===== src/rtl/uart_host_pkg.sv =====
// Shared types and helpers for the host-side UART transmitter.
// Latency: n/a (package only).
// Backpressure: n/a (package only).
package uart_host_pkg;

    typedef enum logic [2:0] {
        IDLE,
        START,
        DATA,
        PARITY,
        STOP
    } tx_state_t;

    localparam int DATA_BITS = 8;

    // Cycles per serial bit; truncating divide so the line runs slightly fast
    // rather than slow when CLK_HZ is not an exact multiple of BAUD.
    function automatic int baud_div(input int clk_hz, input int baud);
        return clk_hz / baud;
    endfunction

endpackage


===== src/rtl/uart_host_tx_if.sv =====
// Byte-write handshake into the UART transmitter FIFO.
// Latency: n/a (signal bundle only).
// Backpressure: WR_READY low means the FIFO is full and the byte is not taken.
interface uart_host_tx_if;
    import uart_host_pkg::*;

    logic [DATA_BITS-1:0] WR_DATA;
    logic                 WR_VALID;
    logic                 WR_READY;

    modport master (
        output WR_DATA,
        output WR_VALID,
        input  WR_READY
    );

    modport slave (
        input  WR_DATA,
        input  WR_VALID,
        output WR_READY
    );

endinterface


===== src/rtl/uart_host_fifo.sv =====
// Synchronous FIFO with first-word-fall-through head and occupancy count.
// Latency: a pushed word is visible on head the cycle after the push edge.
// Backpressure: push ignored when full, pop ignored when empty; full stays set during a same-cycle pop.
module uart_host_fifo #(
    parameter  int WIDTH = 8,
    parameter  int DEPTH = 16,
    localparam int AW    = $clog2(DEPTH),
    localparam int LW    = AW + 1
) (
    input  logic             clk,
    input  logic             rst,
    input  logic             push,
    input  logic [WIDTH-1:0] push_data,
    input  logic             pop,
    output logic [WIDTH-1:0] head,
    output logic [LW-1:0]    level,
    output logic             full,
    output logic             empty
);

    logic [WIDTH-1:0] mem [DEPTH];
    logic [AW-1:0]    wr_ptr;
    logic [AW-1:0]    rd_ptr;
    logic             do_push;
    logic             do_pop;

    assign full    = (level == LW'(DEPTH));
    assign empty   = (level == '0);
    assign do_push = push && !full;
    assign do_pop  = pop && !empty;
    assign head    = mem[rd_ptr];

    // Storage array; contents need no reset since level gates every read.
    always_ff @(posedge clk) begin
        if (do_push) begin
            mem[wr_ptr] <= push_data;
        end
    end

    // Pointers wrap naturally because DEPTH is a power of two.
    always_ff @(posedge clk) begin
        if (rst) begin
            wr_ptr <= '0;
            rd_ptr <= '0;
            level  <= '0;
        end else begin
            if (do_push) wr_ptr <= wr_ptr + 1'b1;
            if (do_pop)  rd_ptr <= rd_ptr + 1'b1;
            case ({do_push, do_pop})
                2'b10:   level <= level + 1'b1;
                2'b01:   level <= level - 1'b1;
                default: level <= level;
            endcase
        end
    end

endmodule


===== src/rtl/uart_host_tx.sv =====
// UART transmitter (8N1, LSB first) fed from a byte FIFO; optional even parity via `UART_TX_PARITY_EN.
// Latency: byte accepted at edge N into an idle, empty transmitter -> UART_TXD falls at edge N+2.
// Backpressure: WR_READY drops while the FIFO holds FIFO_DEPTH bytes; frames chain back-to-back with no idle gap.
module uart_host_tx
    import uart_host_pkg::*;
#(
    parameter int CLK_HZ     = 100000000,
    parameter int BAUD       = 115200,
    parameter int FIFO_DEPTH = 16
) (
    input  logic                        XCLK,
    input  logic                        XRES,
    uart_host_tx_if.slave               wr,
    output logic                        UART_TXD,
    output logic                        BUSY,
    output logic [$clog2(FIFO_DEPTH):0] LEVEL
);

    localparam int BAUD_DIV = baud_div(CLK_HZ, BAUD);
    localparam int CW       = $clog2(BAUD_DIV);
    localparam int BW       = $clog2(DATA_BITS);
    localparam logic [CW-1:0] CNT_LAST = CW'(BAUD_DIV - 1);
    localparam logic [BW-1:0] BIT_LAST = BW'(DATA_BITS - 1);

    tx_state_t            state;
    tx_state_t            state_nxt;
    logic [CW-1:0]        cnt;
    logic [CW-1:0]        cnt_nxt;
    logic [BW-1:0]        bit_idx;
    logic [BW-1:0]        bit_nxt;
    logic [DATA_BITS-1:0] shreg;
    logic [DATA_BITS-1:0] fifo_head;
    logic                 fifo_pop;
    logic                 fifo_full;
    logic                 fifo_empty;
    logic                 bit_end;
    logic                 txd_nxt;
`ifdef UART_TX_PARITY_EN
    logic                 par_bit;
`endif

    uart_host_fifo #(
        .WIDTH (DATA_BITS),
        .DEPTH (FIFO_DEPTH)
    ) u_fifo (
        .clk       (XCLK),
        .rst       (XRES),
        .push      (wr.WR_VALID),
        .push_data (wr.WR_DATA),
        .pop       (fifo_pop),
        .head      (fifo_head),
        .level     (LEVEL),
        .full      (fifo_full),
        .empty     (fifo_empty)
    );

    assign wr.WR_READY = !fifo_full;
    assign BUSY        = (state != IDLE) || (LEVEL != '0);
    assign bit_end     = (cnt == CNT_LAST);

    // State, baud counter and bit index registers.
    always_ff @(posedge XCLK) begin
        if (XRES) begin
            state   <= IDLE;
            cnt     <= '0;
            bit_idx <= '0;
        end else begin
            state   <= state_nxt;
            cnt     <= cnt_nxt;
            bit_idx <= bit_nxt;
        end
    end

    // Next-state logic: each state/bit lasts BAUD_DIV cycles, counter restarts on every change.
    always_comb begin
        state_nxt = state;
        cnt_nxt   = bit_end ? '0 : cnt + 1'b1;
        bit_nxt   = bit_idx;
        fifo_pop  = 1'b0;
        txd_nxt   = 1'b1;
        case (state)
            IDLE: begin
                cnt_nxt = '0;
                bit_nxt = '0;
                if (!fifo_empty) begin
                    fifo_pop  = 1'b1;
                    state_nxt = START;
                end
            end
            START: begin
                txd_nxt = 1'b0;
                if (bit_end) begin
                    state_nxt = DATA;
                    bit_nxt   = '0;
                end
            end
            DATA: begin
                txd_nxt = shreg[0];
                if (bit_end) begin
                    if (bit_idx == BIT_LAST) begin
`ifdef UART_TX_PARITY_EN
                        state_nxt = PARITY;
`else
                        state_nxt = STOP;
`endif
                    end else begin
                        bit_nxt = bit_idx + 1'b1;
                    end
                end
            end
`ifdef UART_TX_PARITY_EN
            PARITY: begin
                txd_nxt = par_bit;
                if (bit_end) begin
                    state_nxt = STOP;
                end
            end
`endif
            STOP: begin
                if (bit_end) begin
                    // Chain straight into the next start bit when more bytes wait.
                    if (!fifo_empty) begin
                        fifo_pop  = 1'b1;
                        state_nxt = START;
                    end else begin
                        state_nxt = IDLE;
                    end
                end
            end
            default: begin
                state_nxt = IDLE;
                cnt_nxt   = '0;
                bit_nxt   = '0;
            end
        endcase
    end

    // Shift register load/shift and the registered line driver; the line follows state by one cycle.
    always_ff @(posedge XCLK) begin
        if (XRES) begin
            shreg    <= '0;
            UART_TXD <= 1'b1;
`ifdef UART_TX_PARITY_EN
            par_bit  <= 1'b0;
`endif
        end else begin
            UART_TXD <= txd_nxt;
            if (fifo_pop) begin
                shreg   <= fifo_head;
`ifdef UART_TX_PARITY_EN
                par_bit <= ^fifo_head;
`endif
            end else if (state == DATA && bit_end) begin
                shreg <= {1'b0, shreg[DATA_BITS-1:1]};
            end
        end
    end

endmodule


===== src/flat_wrapper.sv =====
// flat-port wrapper written by rule: the top's interface ports become plain ports
module uart_host_tx_flat import uart_host_pkg::*;
#(
    parameter int CLK_HZ     = 100000000,
    parameter int BAUD       = 115200,
    parameter int FIFO_DEPTH = 16
)
  (XCLK, XRES, UART_TXD, BUSY, LEVEL, wr_WR_DATA, wr_WR_VALID, wr_WR_READY);
  uart_host_tx_if wr_i ();
  input  logic XCLK;
  input  logic XRES;
  output logic UART_TXD;
  output logic BUSY;
  output logic [$clog2(FIFO_DEPTH):0] LEVEL;
  input wire logic [$bits(wr_i.WR_DATA)-1:0] wr_WR_DATA;
  input wire logic [$bits(wr_i.WR_VALID)-1:0] wr_WR_VALID;
  output wire logic [$bits(wr_i.WR_READY)-1:0] wr_WR_READY;
  assign wr_i.WR_DATA = wr_WR_DATA;
  assign wr_i.WR_VALID = wr_WR_VALID;
  assign wr_WR_READY = wr_i.WR_READY;
  uart_host_tx #(.CLK_HZ(CLK_HZ), .BAUD(BAUD), .FIFO_DEPTH(FIFO_DEPTH)) u_core (.XCLK(XCLK), .XRES(XRES), .wr(wr_i), .UART_TXD(UART_TXD), .BUSY(BUSY), .LEVEL(LEVEL));
endmodule

===== config.mk =====
export PLATFORM = sky130hd
export DESIGN_NAME = uart_host_tx_flat
export DESIGN_NICKNAME = d
export VERILOG_FILES = /design/src/rtl/uart_host_pkg.sv /design/src/rtl/uart_host_tx_if.sv /design/src/rtl/uart_host_fifo.sv /design/src/rtl/uart_host_tx.sv /design/src/flat_wrapper.sv
export SDC_FILE = /design/constraint.sdc
export NUM_CORES = 1
export LEC_CHECK = 0
export ABC_AREA = 1
export CAP_MARGIN = 20
export CORE_ASPECT_RATIO = 1.75
export CORE_MARGIN = 2
export CORE_UTILIZATION = 40
export CTS_CLUSTER_DIAMETER = 120
export DETAILED_ROUTE_END_ITERATION = 6
export HOLD_SLACK_MARGIN = 0.03
export MAX_ROUTING_LAYER = met4
export PLACE_DENSITY = 0.59
export SYNTH_ARGS = -nofsm -noshare
export SYNTH_HDL_FRONTEND = slang
export SYNTH_SLANG_ARGS = --single-unit

===== constraint.sdc =====
create_clock -name XCLK -period 6.1 [get_ports XCLK]
set_input_delay 1.83 -clock XCLK [delete_from_list [all_inputs] [get_ports XCLK]]
set_output_delay 1.83 -clock XCLK [all_outputs]
set_load 0.01 [all_outputs]

# Yosys cells after proc, flatten, opt, wreduce, memory -nomap -nowiden
# Memory sizes are Yosys's and may differ from the RTL's. A register that Yosys moved wholly into a read port is not among the register bits.
# Cells that the tools add are included.
[word_totals] regBits=38 mem_bits_rw=128 inputBits=11 mem_count=1
[mem_list] memory="u_core.u_fifo.mem" words=16 width=8 read_ports=1 rd_clocked_by_memory_dff=1 write_ports=1 line_no="uart_host_fifo.sv:21" rtl="logic [WIDTH-1:0] mem [DEPTH];"
[classes] addsub=6 n_eq_ne=14 mux=22 bitwise_logic=2 n_reduce_logical=16
[op_table] cell="two-way mux 3 bit" count=8
[op_table] cell="two-way mux 8 bit" count=2
[op_table] cell="case mux 3 bit (4 select lines)" count=1
[op_table] cell="adder 10 x 1 -> 10 bit, second input constant" count=1
[op_table] cell="== test 10 bit, second input constant" count=1
[op_table] cell="case mux 5 bit (2 select lines)" count=1
[op_table] cell="case mux 3 bit (3 select lines)" count=1
[op_table] cell="adder 4 x 1 -> 4 bit, second input constant" count=2
[op_table] cell="two-way mux 4 bit" count=2
[op_table] cell="!= test 2 x 1 -> 1 bit, second input constant" count=4
[op_table] cell="== test 3 bit, second input constant" count=2
[op_table] cell="OR reduction 3 bit" count=2
[op_table] cell="adder 5 x 1 -> 5 bit, second input constant" count=1
[op_table] cell="== test 5 bit, second input constant" count=1
[op_table] cell="logical NOT 5 bit" count=1
[op_table] cell="two-way mux 1 bit" count=5
[op_table] cell="AND reduction 5 bit" count=1
[op_table] cell="nonzero test 5 bit" count=1
[op_table] cell="subtractor 5 x 1 -> 5 bit, second input constant" count=1
[op_table] cell="!= test 2 bit, second input constant" count=2
[op_table] cell="case mux 1 bit (2 select lines)" count=2
[op_table] cell="AND reduction 4 bit" count=1
[op_table] cell="nonzero test 2 bit" count=2
[op_table] cell="adder 3 x 1 -> 3 bit, second input constant" count=1
[op_table] cell="other kinds (10)" count=14

# Longest topological paths before layout
[depth] ltp_word=7 mapped_depth=19 depth_no_buf=18

# Cells and area by module
# A second synthesis with hierarchy kept.
[hier_totals] hier_cells=668 area_unflattened_um2=7489.7
[by_module_without_submodules] module="uart_host_fifo" instances=1 cells_each=478 area_each_um2=6127.1 seq_area_each_um2=4184.0
[by_module_without_submodules] module="uart_host_tx" instances=1 cells_each=190 area_each_um2=1362.6 seq_area_each_um2=500.5

# Least setup slack after synthesis
# Ideal clock, no wire load.
[synth_path] kind="input port to flip-flop" startpoint="in wr_WR_VALID" endpoint="reg u_core.u_fifo.level[2]" arrival_ns=2.924 required_ns=5.985 setup_slack_ns=3.061 path_stages=9 path_cell_list="nand2_2 > ha_1 > xor2_1 > ha_1 > inv_1 > nand2_1 > xor2_1 > o21ai_0 > inv_1"
[synth_between] elab_chain_len=3 word_cells_on_any_way=5 classes_between="eq/ne: 2; mux: 1; reduce/logical: 2"
[synth_lines] item="start: declaration" line_no="flat_wrapper.sv:16" rtl="input wire logic [$bits(wr_i.WR_VALID)-1:0] wr_WR_VALID;"
[synth_lines] item="logical AND 1 bit (*)" line_no="uart_host_fifo.sv:29" rtl="assign do_push = push && !full;"
[synth_lines] item="== test 2 x 1 -> 1 bit / == test 2 bit (equally long branches)" line_no="uart_host_fifo.sv:49" rtl="case ({do_push, do_pop})"
[synth_lines] item="case mux 5 bit (2 select lines) / nonzero test 2 bit (equally long branches)"
[synth_lines] item="end signal: assignment" line_no="uart_host_fifo.sv:50" rtl="2'b10: level <= level + 1'b1;"
[synth_lines] item="end signal: assignment" line_no="uart_host_fifo.sv:51" rtl="2'b01: level <= level - 1'b1;"
[synth_lines] item="end signal: assignment" line_no="uart_host_fifo.sv:52" rtl="default: level <= level;"
[synth_lines] item="end: declaration" line_no="uart_host_fifo.sv:16" rtl="output logic [LW-1:0] level,"
# Mark *: on every way between the ends. The rest lies on a longest branch, timed or not.
# A chain may end at the register's enable or synchronous reset.

# Worst setup path in the final report
[layout_path] startpoint="reg u_core.u_fifo.level[2]" endpoint="out BUSY"
[layout_between] elab_chain_len=2
[layout_lines] item="nonzero test 5 bit" line_no="uart_host_tx.sv:58" rtl="assign BUSY = (state != IDLE) || (LEVEL != '0);"
[layout_lines] item="logical OR 1 bit" line_no="uart_host_tx.sv:58"
[layout_lines] item="end: declaration" line_no="flat_wrapper.sv:13" rtl="output logic BUSY;"
# Every way passes these cells.

==> results.cfg <==
[outcome]
status = complete, no violations

[synth]
synthXorXnorAreaFrac_pct = 0.6220
synth_flop_cell = edfxtp_1
synth_edf_count = 128
synth_common_cells = edfxtp_1, nor2_1, nand2_1
synth.area.top_cells = edfxtp_1, dfxtp_1, nor2_1, o21ai_0, nand2_1
synth_top_family_by_area = simple AND/OR/NAND/NOR gates
synth_top_area_share_pct = 54.59
ys_seq_area_share_pct = 66.54
yosys.cell_count.top_type = edfxtp_1
ys_ff_latch = 170
netlist_instances = 642
synth-simple-area-share_pct = 14.66
yosysWarnings = 0
synth_nets = 663
synth-compound-area-share_pct = 12.35
netlist_area_um2 = 7041
synth.area.mux_share_pct = 0
synth-adder-area-share_pct = 1.777
async_flop_share_pct = 0
synth_area_per_cell_um2 = 10.97
synth_cell_types = 38
synth_largest_area_cell = edfxtp_1

[placed_design]
hpwl_um = 12250
gp_congestion = 0.9701
portBuffers = 18
place_ws_ns = 2.340
dpl.cell_count = 867

[clock_network]
cts.repair.resized = 0
cts_sinks = 170
htreeDepth = 4
clock_latency_ns = 0.44
cts_hold_buf = 0
cts_tree = done
post_cts_buffers = 0
cts.clk_slew.worst_paths_ns = 0.08
cts_root_buf = clkbuf_16
numCtsBuffers = 17
clock_path_buffers = 2

[setup_path]
start_kind = flop
cp_data_arrival_time_ns = 1.87
critical-path-slowest-cell = clkdlybuf4s50_1
cp_max_fo = 6
end_kind = output pin
crit_type = flop to output pin
path_cells = nor2_2, nand3_1, nor3_1, inv_1, clkdlybuf4s50_1
max_stage_delay_ns = 0.47
crit_required_ns = 4.27

[global_routing]
grt_pass1_wl_um = 26920
gr-usage-all-layers_pct = 19.98
grt_max_degree = 66
grt-ovfl-total = 0
antenna_found_initial = 0
grt_pass1_vias = 4880

[route]
wl_um = 17740
wl_per_cell_um = 19.73
drtIter0Drc = 304
vias_per_cell = 5.405
ant_nets = 0
routed-via-count = 4859
first_pass_iters = 5
drc_errors = 0

[sta]
clock.fmax_ghz = 0.2703
maxSlewViolCount = 0
setup_viol = 0
period_share_pct = 60.65
worst_slack_ns = 2.400
skew_ns = 0.01211
grt_setup_unrepaired = false
slew_headroom_pct = 39.53
fin_hold_ws_ns = 0.4697
fin_crit_ns = 3.700
tightest_slew_ns = 0.9043
finalHoldViolCount = 0
setup_tns_ns = 0

[floorplanning]
core_area_um2 = 17380
die_h_um = 179.5
num_rows = 64
start_util_pct = 40.52
die_x_um = 104.3
io_pins = 19
die-area_um2 = 18720

[finish]
fin_cells = 899
fillers = 1601
drive_above_1_share_pct = 9.132
num-nets-final = 676
area_delta_synth_final_pct = 13.60
antenna_cells = 0

[pwr]
p_per_area_nw_per_um2 = 413.8
leakagePower_nw = 2.762
vdd_drop_max_uv = 194.9

[min_path]
hp-class = flop to flop

[job]
cap_violations = 0
## where the power goes
group	switching, mW	total, mW	internal [mW]	leakage (nW)
Combinational	0.583	0.859	0.276	0.970
Sequential	0.0594	1.38	1.32	1.50
Clock	0.514	1.07	0.554	0.293
Total	1.16	3.31	2.15	2.76
## routing by layer
metal / share of wire (%) / up-vias / track usage (%)
li1: - / 2308 / -
met1: 37 / 2387 / 19.89
met5: 0 / - / -
met3: 3.1 / 39 / 3.118
met2: 57 / 125 / 37.41
met4: 3.5 / 0 / 9.297
## critical path, delay by kind of cell (launching register included)
| kind | cells | cell delay (ns) |
|---|---|---|
| buf+inv | 2 | 0.53 |
| simple gates | 3 | 0.53 |
| flops | 1 | 0.37 |
## layout make-up
cell class | count | area (um^2) | share of cell area, %
flip-flops and latches | 170 | 4686 | 58.59
multi-input cells | 404 | 2071 | 25.89
well taps | 231 | 289.0 | 3.614
clock inverters | 15 | 171.4 | 2.143
inverters | 42 | 160.2 | 2.003
clock buffers | 17 | 425.4 | 5.319
repair buffers | 20 | 195.2 | 2.441
## state kept, by name, indices dropped and copies added (netlist names), named ones only
signal / flops
u_core.cnt: 10
u_core.u_fifo.level: 5
u_core.UART_TXD: 1
u_core.bit_idx: 3
u_core.u_fifo.wr_ptr: 4
u_core.u_fifo.mem: 128
u_core.shreg: 8
u_core.u_fifo.rd_ptr: 4
u_core.state: 3
## worst paths after layout
kind | startpoint | to | slack (ns) | depth (start not counted)
setup / recovery | u_core.u_fifo.level[2] | BUSY | 2.40 | 5
hold / removal | u_core.shreg[1] | u_core.shreg[1] | 0.47 | 2
setup reg to reg | u_core.cnt[0] | u_core.u_fifo.level[4] | 3.28 | 17
hold reg to reg | u_core.shreg[1] | u_core.shreg[1] | 0.47 | 2
## logic make-up after synthesis
| logic type | count (synthesis) |
|---|---|
| adder cells (fa/ha/maj) | 10 |
| AO/OA/AOI/OAI | 148 |
| XOR/XNOR | 5 |
| AND/OR/NAND/NOR | 241 |
| flip-flops | 170 |
| buffers and inverters | 68 |
## cells in the final DEF (no fill, tap or decap), types with 2 or more instances in the layout
cell             Yosys  final
o21ai_1              2      2
clkdlybuf4s50_1      0     18
nand3_2              2      2
xnor2_1              2      2
nor3_1               4      4
nand4_1              5      5
and3_1               2      2
edfxtp_1           128    128
inv_2                6      6
nor2_2               5      5
o22ai_1              8      8
nand2_1             75     75
nand3_1             27     27
ha_1                10     10
inv_8                0      4
clkinv_8             0      4
or2_2                3      3
a21oi_1             29     29
inv_6                0      6
dfxtp_1             42     41
xor2_1               3      3
buf_4                1      2
o221ai_1            16     16
nor2_1             108    108
a31oi_1              5      5
o21ai_0             67     67
a22oi_1              3      3
nor3_2               2      2
o211ai_1            13     13
nand2_2              6      6
clkbuf_16            0     17
inv_1               34     34
o21a_1               3      3
## through the flow
stage / instance area [um^2] / total power [mW] / utilization [%]
after floorplan: 7041 / 2.020 / -
after global placement: 7401 / 2.248 / 42.59
after detailed placement: 7401 / 2.262 / 42.59
after CTS: 7998 / 3.323 / 46.03
after global routing: 7998 / 3.477 / 46.03
final: 7998 / 3.310 / 46.03
Note: power is estimated with default switching activity, not from simulation.
